--- src/rtl/mem_lsu_pkg.sv ---
// mem_lsu_pkg: shared definitions for the load/store unit.
//   - access size encodings
//   - controller state enum
//   - default data memory depth
//   - alignment/size legality helper
package mem_lsu_pkg;

  localparam logic [1:0] SZ_BYTE = 2'b00;
  localparam logic [1:0] SZ_HALF = 2'b01;
  localparam logic [1:0] SZ_WORD = 2'b10;

  localparam int DEPTH_WORDS_DEF = 128;

  typedef enum logic [1:0] {
    IDLE  = 2'b00,
    READ  = 2'b01,
    WRITE = 2'b10,
    RESP  = 2'b11
  } lsu_state_e;

  // Returns 1 for an illegal size, or for an address misaligned for its size.
  function automatic logic align_err(input logic [1:0] size, input logic [1:0] lo);
    logic err;
    case (size)
      SZ_BYTE: err = 1'b0;
      SZ_HALF: err = lo[0];
      SZ_WORD: err = (lo != 2'b00);
      default: err = 1'b1;
    endcase
    return err;
  endfunction

endpackage

--- src/rtl/mem_lsu_lane_align.sv ---
// mem_lane_align: combinational lane handling between a memory word and the
// right-aligned request data (little-endian).
// Ports:
//   word      in  32  word read from memory
//   addr_lo   in  2   byte offset within the word
//   size      in  2   access size (SZ_BYTE/SZ_HALF/SZ_WORD)
//   is_signed in  1   sign-extend sub-word loads
//   wdata     in  32  store data, right-aligned
//   load_val  out 32  extracted and extended load value
//   merged    out 32  word with the store lane replaced by wdata
module mem_lane_align
  import mem_lsu_pkg::*;
(
  input  logic [31:0] word,
  input  logic [1:0]  addr_lo,
  input  logic [1:0]  size,
  input  logic        is_signed,
  input  logic [31:0] wdata,
  output logic [31:0] load_val,
  output logic [31:0] merged
);

  logic [7:0]  byte_s;
  logic [15:0] half_s;
  logic [4:0]  bit_off_s;

  assign bit_off_s = {addr_lo, 3'b000};

  // Select the addressed byte/half lane and extend it to 32 bits.
  always_comb begin
    byte_s   = word[bit_off_s +: 8];
    half_s   = addr_lo[1] ? word[31:16] : word[15:0];
    load_val = 32'h0000_0000;
    case (size)
      SZ_BYTE: load_val = is_signed ? {{24{byte_s[7]}}, byte_s} : {24'h00_0000, byte_s};
      SZ_HALF: load_val = is_signed ? {{16{half_s[15]}}, half_s} : {16'h0000, half_s};
      SZ_WORD: load_val = word;
      default: load_val = 32'h0000_0000;
    endcase
  end

  // Replace the addressed lane of the read word with the store data.
  always_comb begin
    merged = word;
    case (size)
      SZ_BYTE: merged[bit_off_s +: 8] = wdata[7:0];
      SZ_HALF: begin
        if (addr_lo[1]) begin
          merged[31:16] = wdata[15:0];
        end else begin
          merged[15:0] = wdata[15:0];
        end
      end
      SZ_WORD: merged = wdata;
      default: merged = word;
    endcase
  end

endmodule

--- src/rtl/mem_lsu.sv ---
// mem_lsu: load/store unit driving a word-addressed data memory.
// Byte-addressed byte/half/word requests arrive over a valid/ready handshake,
// one outstanding at a time. Sub-word stores are read-modify-write.
// Ports:
//   clock, reset_n                     clock and synchronous active-low reset
//   req_valid/req_ready                request handshake
//   req_we, req_size, req_signed       request kind
//   req_addr, req_wdata                byte address, right-aligned store data
//   rsp_valid/rsp_ready                response handshake
//   rsp_rdata, rsp_err                 load result / error flag
//   mwr, moe, ma, mwd                  memory write, read marker, word index, write data
//   mrd                                memory read data (combinational from ma)
module mem_lsu
  import mem_lsu_pkg::*;
#(
  parameter int DEPTH_WORDS = DEPTH_WORDS_DEF,
  parameter int ADDR_W      = 32
) (
  input  logic              clock,
  input  logic              reset_n,
  input  logic              req_valid,
  output logic              req_ready,
  input  logic              req_we,
  input  logic [1:0]        req_size,
  input  logic              req_signed,
  input  logic [ADDR_W-1:0] req_addr,
  input  logic [31:0]       req_wdata,
  output logic              rsp_valid,
  input  logic              rsp_ready,
  output logic [31:0]       rsp_rdata,
  output logic              rsp_err,
  output logic              mwr,
  output logic              moe,
  output logic [ADDR_W-1:0] ma,
  output logic [31:0]       mwd,
  input  logic [31:0]       mrd
);

  lsu_state_e        state_r, state_nxt_s;
  logic              we_r;
  logic [1:0]        size_r;
  logic              sign_r;
  logic [ADDR_W-1:0] addr_r;
  logic [31:0]       wdata_r;
  logic [31:0]       wword_r;
  logic [31:0]       rdata_r;
  logic              err_r;

  logic              accept_s;
  logic [ADDR_W-1:0] req_idx_s;
  logic              req_err_s;
  logic [31:0]       load_val_s;
  logic [31:0]       merged_s;

  assign accept_s  = req_valid & req_ready;
  assign req_idx_s = {2'b00, req_addr[ADDR_W-1:2]};
  assign req_err_s = align_err(req_size, req_addr[1:0]) |
                     (req_idx_s >= ADDR_W'(DEPTH_WORDS));

  mem_lane_align u_align (
    .word      (mrd),
    .addr_lo   (addr_r[1:0]),
    .size      (size_r),
    .is_signed (sign_r),
    .wdata     (wdata_r),
    .load_val  (load_val_s),
    .merged    (merged_s)
  );

  // Next-state selection; errors skip memory, sub-word stores read first.
  always_comb begin
    state_nxt_s = state_r;
    case (state_r)
      IDLE: begin
        if (accept_s) begin
          if (req_err_s) begin
            state_nxt_s = RESP;
          end else if (!req_we || (req_size != SZ_WORD)) begin
            state_nxt_s = READ;
          end else begin
            state_nxt_s = WRITE;
          end
        end else begin
          state_nxt_s = IDLE;
        end
      end
      READ:    state_nxt_s = we_r ? WRITE : RESP;
      WRITE:   state_nxt_s = RESP;
      RESP:    state_nxt_s = rsp_ready ? IDLE : RESP;
      default: state_nxt_s = IDLE;
    endcase
  end

  // State register plus request capture, load result and RMW merge word.
  always_ff @(posedge clock) begin
    if (!reset_n) begin
      state_r <= IDLE;
      we_r    <= 1'b0;
      size_r  <= 2'b00;
      sign_r  <= 1'b0;
      addr_r  <= '0;
      wdata_r <= 32'h0000_0000;
      wword_r <= 32'h0000_0000;
      rdata_r <= 32'h0000_0000;
      err_r   <= 1'b0;
    end else begin
      state_r <= state_nxt_s;
      case (state_r)
        IDLE: begin
          if (accept_s) begin
            we_r    <= req_we;
            size_r  <= req_size;
            sign_r  <= req_signed;
            addr_r  <= req_addr;
            wdata_r <= req_wdata;
            wword_r <= req_wdata;
            rdata_r <= 32'h0000_0000;
            err_r   <= req_err_s;
          end
        end
        READ: begin
          if (we_r) begin
            wword_r <= merged_s;
          end else begin
            rdata_r <= load_val_s;
          end
        end
        default: begin
        end
      endcase
    end
  end

  // Handshake and memory port decode; reset_n gates anything that must be quiet in reset.
  always_comb begin
    req_ready = reset_n & (state_r == IDLE);
    rsp_valid = reset_n & (state_r == RESP);
    rsp_err   = rsp_valid & err_r;
    rsp_rdata = rsp_valid ? rdata_r : 32'h0000_0000;
    moe       = (state_r == READ);
    mwr       = reset_n & (state_r == WRITE);
    ma        = ((state_r == READ) || (state_r == WRITE)) ? {2'b00, addr_r[ADDR_W-1:2]} : '0;
    mwd       = (state_r == WRITE) ? wword_r : 32'h0000_0000;
  end

endmodule

--- config.mk ---
export PLATFORM = sky130hd
export DESIGN_NAME = mem_lsu
export DESIGN_NICKNAME = d
export VERILOG_FILES = /design/src/rtl/mem_lsu_pkg.sv /design/src/rtl/mem_lsu_lane_align.sv /design/src/rtl/mem_lsu.sv
export SDC_FILE = /design/constraint.sdc
export NUM_CORES = 1
export LEC_CHECK = 0
export ABC_AREA = 0
export CAP_MARGIN = 20
export CELL_PAD_IN_SITES_DETAIL_PLACEMENT = 0
export CELL_PAD_IN_SITES_GLOBAL_PLACEMENT = 1
export CORE_AREA = 2 2 153 155
export CTS_CLUSTER_DIAMETER = 150
export DETAILED_ROUTE_END_ITERATION = 8
export DIE_AREA = 0 0 155 157
export GPL_TIMING_DRIVEN = 0
export PLACE_DENSITY = 0.82
export SYNTH_ARGS = -nofsm -noshare
export SYNTH_HDL_FRONTEND = slang
export SYNTH_SLANG_ARGS = --single-unit
--- constraint.sdc ---
create_clock -name clock -period 3.2 [get_ports clock]
set_input_delay 0.64 -clock clock [delete_from_list [all_inputs] [get_ports clock]]
set_output_delay 0.64 -clock clock [all_outputs]
set_load 0.005 [all_outputs]
### Word level (Yosys, flattened, before mapping)

Cells that the tools add are included.

| storage, ports and cells | value |
|---|---|
| register bits after elaboration | 135 |
| bits of input ports | 104 |
| output and inout port bits | 101 |
| logic and storage cells | 66 |

| operators by class | value |
|---|---|
| add/sub/neg operators | 1 |
| order comparisons | 1 |
| equal/unequal tests | 11 |
| shift operators | 3 |
| multiplexer cells | 24 |
| bitwise logic cells | 6 |
| reduce and logical (&&, ||, !) cells | 11 |

Operators by type and width:

| cell | count |
|---|---|
| $mux 32 | 8 |
| $pmux 32 s3 | 2 |
| $pmux 32 s2 | 2 |
| $mux 16 | 3 |
| $bwmux 32 | 1 |
| $shift 8x7->32 const A | 1 |
| $shiftx 32x6->8 | 1 |
| $shiftx 8x7->32 | 1 |
| $ge 30x8->1 const B | 1 |
| $mux 30 | 1 |
| $eq 2x2->1 const B | 4 |
| $mux 2 | 4 |
| $pmux 2 s4 | 1 |
| $neg 5->7 | 1 |
| $eq 2x1->1 const B | 3 |
| $logic_not 2->1 | 3 |
| $ne 2x2->1 const B | 3 |
| $reduce_and 3->1 | 2 |
| $and 1x1->1 | 5 |
| $reduce_bool 2->1 | 2 |
| $pmux 1 s3 | 1 |
| $logic_or 1x1->1 | 2 |
| $ne 2x1->1 const B | 1 |
| $reduce_and 2->1 | 1 |
| other kinds (3) | 3 |

### Longest topological paths before layout

| logic depth | value |
|---|---|
| word-level depth | 6 |
| gate-level depth with buffers | 9 |
| gate-level depth less buffers | 6 |

### By module

A second synthesis with hierarchy kept.

| unflattened totals | value |
|---|---|
| cell total of the unflattened synthesis | 934 |
| area, all modules | 7507.2 µm² |

Modules (own cells, without submodules):

| module | instances | cells each | area each (µm²) | sequential area each (µm²) |
|---|---|---|---|---|
| mem_lsu | 1 | 699 | 5935.7 | 2702.6 |
| mem_lane_align | 1 | 235 | 1571.5 | 0.0 |

### Worst setup path before layout

Ideal clock, no wire load.

| timing path | value |
|---|---|
| path type | register -> register |
| start point | register addr_r[1] |
| end point | register wword_r[14] |
| setup time | 0.095 ns |
| arrival | 2.205 ns |
| data required time | 3.105 ns |
| slack | 0.899 ns |
| stages on the path, launching flop included | 10 |
| buffers on the path | 3 |
| period minus slack after synthesis | 2.301 ns |
| cell sequence | dfxtp_1 > buf_4 > clkbuf_1 > inv_1 > ha_1 > buf_2 > nand3b_1 > o41ai_1 > nand2_1 > a221oi_1 |

| on the way | value |
|---|---|
| longest elaborated chain between the ends | 6 |
| elaborated cells between the ends (all ways) | 8 |
| those cells by class | add/sub: 1; shift: 2; mux: 5 |

RTL lines:

| what | line | source |
|---|---|---|
| start: declaration | mem_lsu.sv:43 | `logic [ADDR_W-1:0] addr_r;` |
| start signal: assignment | mem_lsu.sv:114 | `addr_r <= req_addr;` |
| $neg 5->7 | mem_lsu_lane_align.sv:46 | `SZ_BYTE: merged[bit_off_s +: 8] = wdata[7:0];` |
| $shiftx 8x7->32 or $shift 8x7->32 (tied branches) | mem_lsu_lane_align.sv:46 |  |
| $bwmux 32 | mem_lsu_lane_align.sv:46 |  |
| $pmux 32 s3 * | mem_lsu_lane_align.sv:45 | `case (size)` |
| $mux 32 * | mem_lsu.sv:122 | `if (we_r) begin` |
| $pmux 32 s2 * | mem_lsu.sv:108 | `case (state_r)` |
| end signal: assignment | mem_lsu.sv:116 | `wword_r <= req_wdata;` |
| end signal: assignment | mem_lsu.sv:123 | `wword_r <= merged_s;` |
| end: declaration | mem_lsu.sv:45 | `logic [31:0] wword_r;` |

Every way passes the cells marked *; elsewhere a longest branch is shown, timed or not. The select of a mux whose other input is x is not followed.
A chain may end at the register's enable or synchronous reset.

### Worst setup path after layout

| timing path | value |
|---|---|
| start point | input port reset_n |
| end point | output port rsp_rdata[1] |

| on the way | value |
|---|---|
| longest elaborated chain between the ends | 2 |

RTL lines:

| what | line | source |
|---|---|---|
| start: declaration | mem_lsu.sv:20 | `input logic reset_n,` |
| $and 1x1->1 | mem_lsu.sv:137 | `rsp_valid = reset_n & (state_r == RESP);` |
| $mux 32 | mem_lsu.sv:139 | `rsp_rdata = rsp_valid ? rdata_r : 32'h0000_0000;` |
| end: declaration | mem_lsu.sv:30 | `output logic [31:0] rsp_rdata,` |

Every way passes these cells.

==> impl_results.md <==
- Vias in the first global route: 8550
- Crit-path leading delay family: buffers and inverters
- Initial antenna violation count: 1
- GRT Overall Usage: 26.7%
- Ports: 205
- Max clock buf depth: 2
- Setup CP Type: primary input to output port
- Highest Clock Rate: 323 MHz
- Pleak: between 4 and 5 nW
- CP required: 2560 ps
- Clk_skew: 14.6 ps
- Postcts setup bufs: 0
- Pins over their slew limit: 0
- GR Overflow Total: 0
- Drt first pass iters: 5
- Clk_lat worst skew: 440 ps
- Remaining routing DRC violations: 0
- CP peak stage delay: approximately 570 ps
- Final wirelength: around 33000 µm
- Die Wd: 155 µm
- Core area: 0.0225 mm²
- First-pass GRT wire length: 50000 µm
- Reg clk slew, reported paths: about 60 ps
- Worst path depth: 5
- R2R Setup Slk: 500 ps
- Pre-CTS setup slack: -421 ps
- Starting Density: about 36%
- Syn-to-layout area delta: 37.2%
- Via count: about 9000
- Via density: 5.72
- Total Nets Final: 1359
- Final Hold Viols: 0
- Routed Antenna Nets: 0
- Post-synthesis average cell area: 7.83 µm²
- Async set-reset flop share out of synthesis: 0%
- Die area: 0.0243 mm²
- Max-cap viol count: 0
- Root Buffer: clkbuf_16
- Buf+Inv Stages, Crit Path: 4
- Worst Setup Slack, final: roughly 110 ps
- Crit path time final: 3090 ps
- Critical path peak fanout: 10
- RSZ-0062 raised after global routing: no
- Seq/Total Area, Yosys: 33.7%
- Mapped Cells: 1025
- EDFF count, synth: 0
- Fill cells: 2247
- Number of H-tree levels: 4
- Slew at the pin closest to its max-slew limit: 857 ps
- Status: completed
- Worst R2R Path Depth: 8
- Post-route cell area: about 0.011 mm²
- Crit path capture type: output port
- Main area contributors after synthesis: dfxtp_1 34%, nand2_1 10%, o21ai_0 7.2%
- DP HPWL: 24900 µm
- Setup violations, final: 0
- Most used DFF post-synth: dfxtp_1
- Register bit total from synthesis: 135
- Crit start category: primary input
- Number of CTS-inserted buffers: 17
- Pwr per Cell Area: 463 mW/mm²
- Peak supply drop: between 0.3 and 0.4 mV
- Area after DPL: 0.0104 mm²
- Synthesis warning total: 0
- Cell Area, Synth: 0.00802 mm²
- Largest net degree at the start of global routing: 17
- Synth top cells by count: 218 x nand2_1, 135 x dfxtp_1, 115 x o21ai_0
- Die Y: 157 µm
- Hold Path Depth: 2
- Hold Crit Class: flip-flop to flip-flop
- WL/cell: 21.2 µm
- Cell chain of the critical path: clkdlybuf4s50_1, clkbuf_4, clkbuf_4, and3_1, clkdlybuf4s50_1
- CTS sink count: 135
- Max-slew headroom: approximately 43%
- CTS tree: yes
- Area leader, netlist: dfxtp_1
- PortBufs: 202
- Site Rows: 55
- DRT iter0 DRCs: between 700 and 800
- WP data arrival: ~2500 ps
- Yosys top cell area share: around a third
- Most common cell in the netlist: nand2_1
- Share of cells above drive strength 1: 10.7%
- GP Congestion: 0.934
- Synth cell types: 54
- Crit share post-route: 96.7%
- Slowest cell on crit path: clkdlybuf4s50_1
==> where the power goes <==
group / switching (mW) / total (mW) / leakage, nW / internal [mW]
Clock: 0.899 / 2.03 / 0.287 / 1.13
Combinational: 0.720 / 1.18 / 2.62 / 0.463
Sequential: 0.0790 / 1.89 / 1.11 / 1.81
Total: 1.70 / 5.09 / 4.01 / 3.40
==> logic make-up (layout without fill, tap and decap cells) <==
logic type,count (synthesis),in the layout,share of synthesized area (%)
and+or+nand+nor,401,401,24.2
AOI/OAI and AO/OA,326,326,30.0
DFF,135,135,33.7
buffers and inverters,127,360,7.00
muxes,26,26,3.65
adders and majority gates,9,9,1.40
other,1,3,0.0467
==> metrics by stage <==
| step | total power, mW | util, % | hold slack, ps | setup TNS [ps] | std cells |
|---|---|---|---|---|---|
| after global routing | 5.30 | 48.9 | 466 | 0 | 1544 |
| after floorplan | 2.56 | - | 417 | 0 | 1026 |
| after CTS | 5.09 | 48.9 | 447 | 0 | 1545 |
| after global placement | 3.06 | 46.2 | 432 | -8790 | 1513 |
| final | 5.09 | 48.9 | 445 | 0 | 1545 |
| after detailed placement | 3.07 | 46.2 | 438 | -8120 | 1513 |
==> worst register-to-register path, delay by kind of cell (launching register included) <==
family | cells | cell delay [ps]
adders and majority gates | 1 | 320
DFF | 1 | 410
buffers and inverters | 3 | 710
AOI/OAI and AO/OA | 2 | 750
and+or+nand+nor | 2 | 400
==> state kept, by name, summed over array words and instances, names as in the netlist <==
name     count
rdata_r     32
err_r        1
addr_r      32
size_r       2
we_r         1
wdata_r     32
wword_r     32
state_r      2
sign_r       1
==> metal layers <==
metal | GRT usage [%] | share of wire (%) | wire length (µm) | vias to the layer above
met5 | 0 | 0 | 0 | -
met4 | 11.9 | 4.2 | 1370 | 0
met3 | 5.92 | 8.2 | 2710 | 76
met2 | 42.0 | 44 | 14400 | 436
met1 | 35.2 | 44 | 14400 | 4151
li1 | - | - | - | 4172
==> final timing paths <==
path               from            to
max             reset_n  rsp_rdata[1]
min          rdata_r[8]    rdata_r[8]
max reg2reg   addr_r[1]   wword_r[14]
min reg2reg  rdata_r[8]    rdata_r[8]
==> layout by cell type, fill, tap and decap left out, types with 4 or more instances in the layout <==
cell and n:
a21oi_1 21, o41ai_1 9, o21ai_0 115, inv_1 23
a211oi_1 24, a22o_1 8, buf_2 38, nor2b_1 12
nor4b_1 8, a31oi_1 8, a22oi_1 17, clkbuf_1 46
a32o_1 8, o2111ai_1 9, o21ai_1 15, a221oi_2 17
nor4_1 11, buf_4 4, nand2b_1 12, a32oi_1 8
inv_6 6, dfxtp_1 135, mux2i_1 9, nand2_1 218
clkdlybuf4s50_1 202, buf_1 5, o32ai_2 8, and3_1 37
a221oi_1 31, clkbuf_16 17, o31ai_1 12, and2_1 65
a222oi_1 7, nor2_1 23, mux2_2 16, ha_1 9
==> final cells by class <==
| class | instances | area (µm²) | area share, % |
|---|---|---|---|
| multi-input combinational | 764 | 4760 | 43.3 |
| sequential | 135 | 2700 | 24.5 |
| timing repair buffer | 202 | 2020 | 18.4 |
| buffer | 101 | 475 | 4.32 |
| clock buffer | 18 | 439 | 3.99 |
| tap | 285 | 357 | 3.24 |
| clock inverter | 14 | 156 | 1.42 |
| inverter | 25 | 93.8 | 0.852 |
| antenna | 1 | 2.50 | 0.0227 |
==> timing repair <==
item / 4_1_cts / 5_1_grt
pin swaps: 0 / 0
hold buffers: 0 / 0
resized for setup: 3 / 8
hold endpoints to repair: 0 / 0
endpoints found under the setup margin: 35 / 35
No activity file was read; power rests on OpenSTA's default activity.
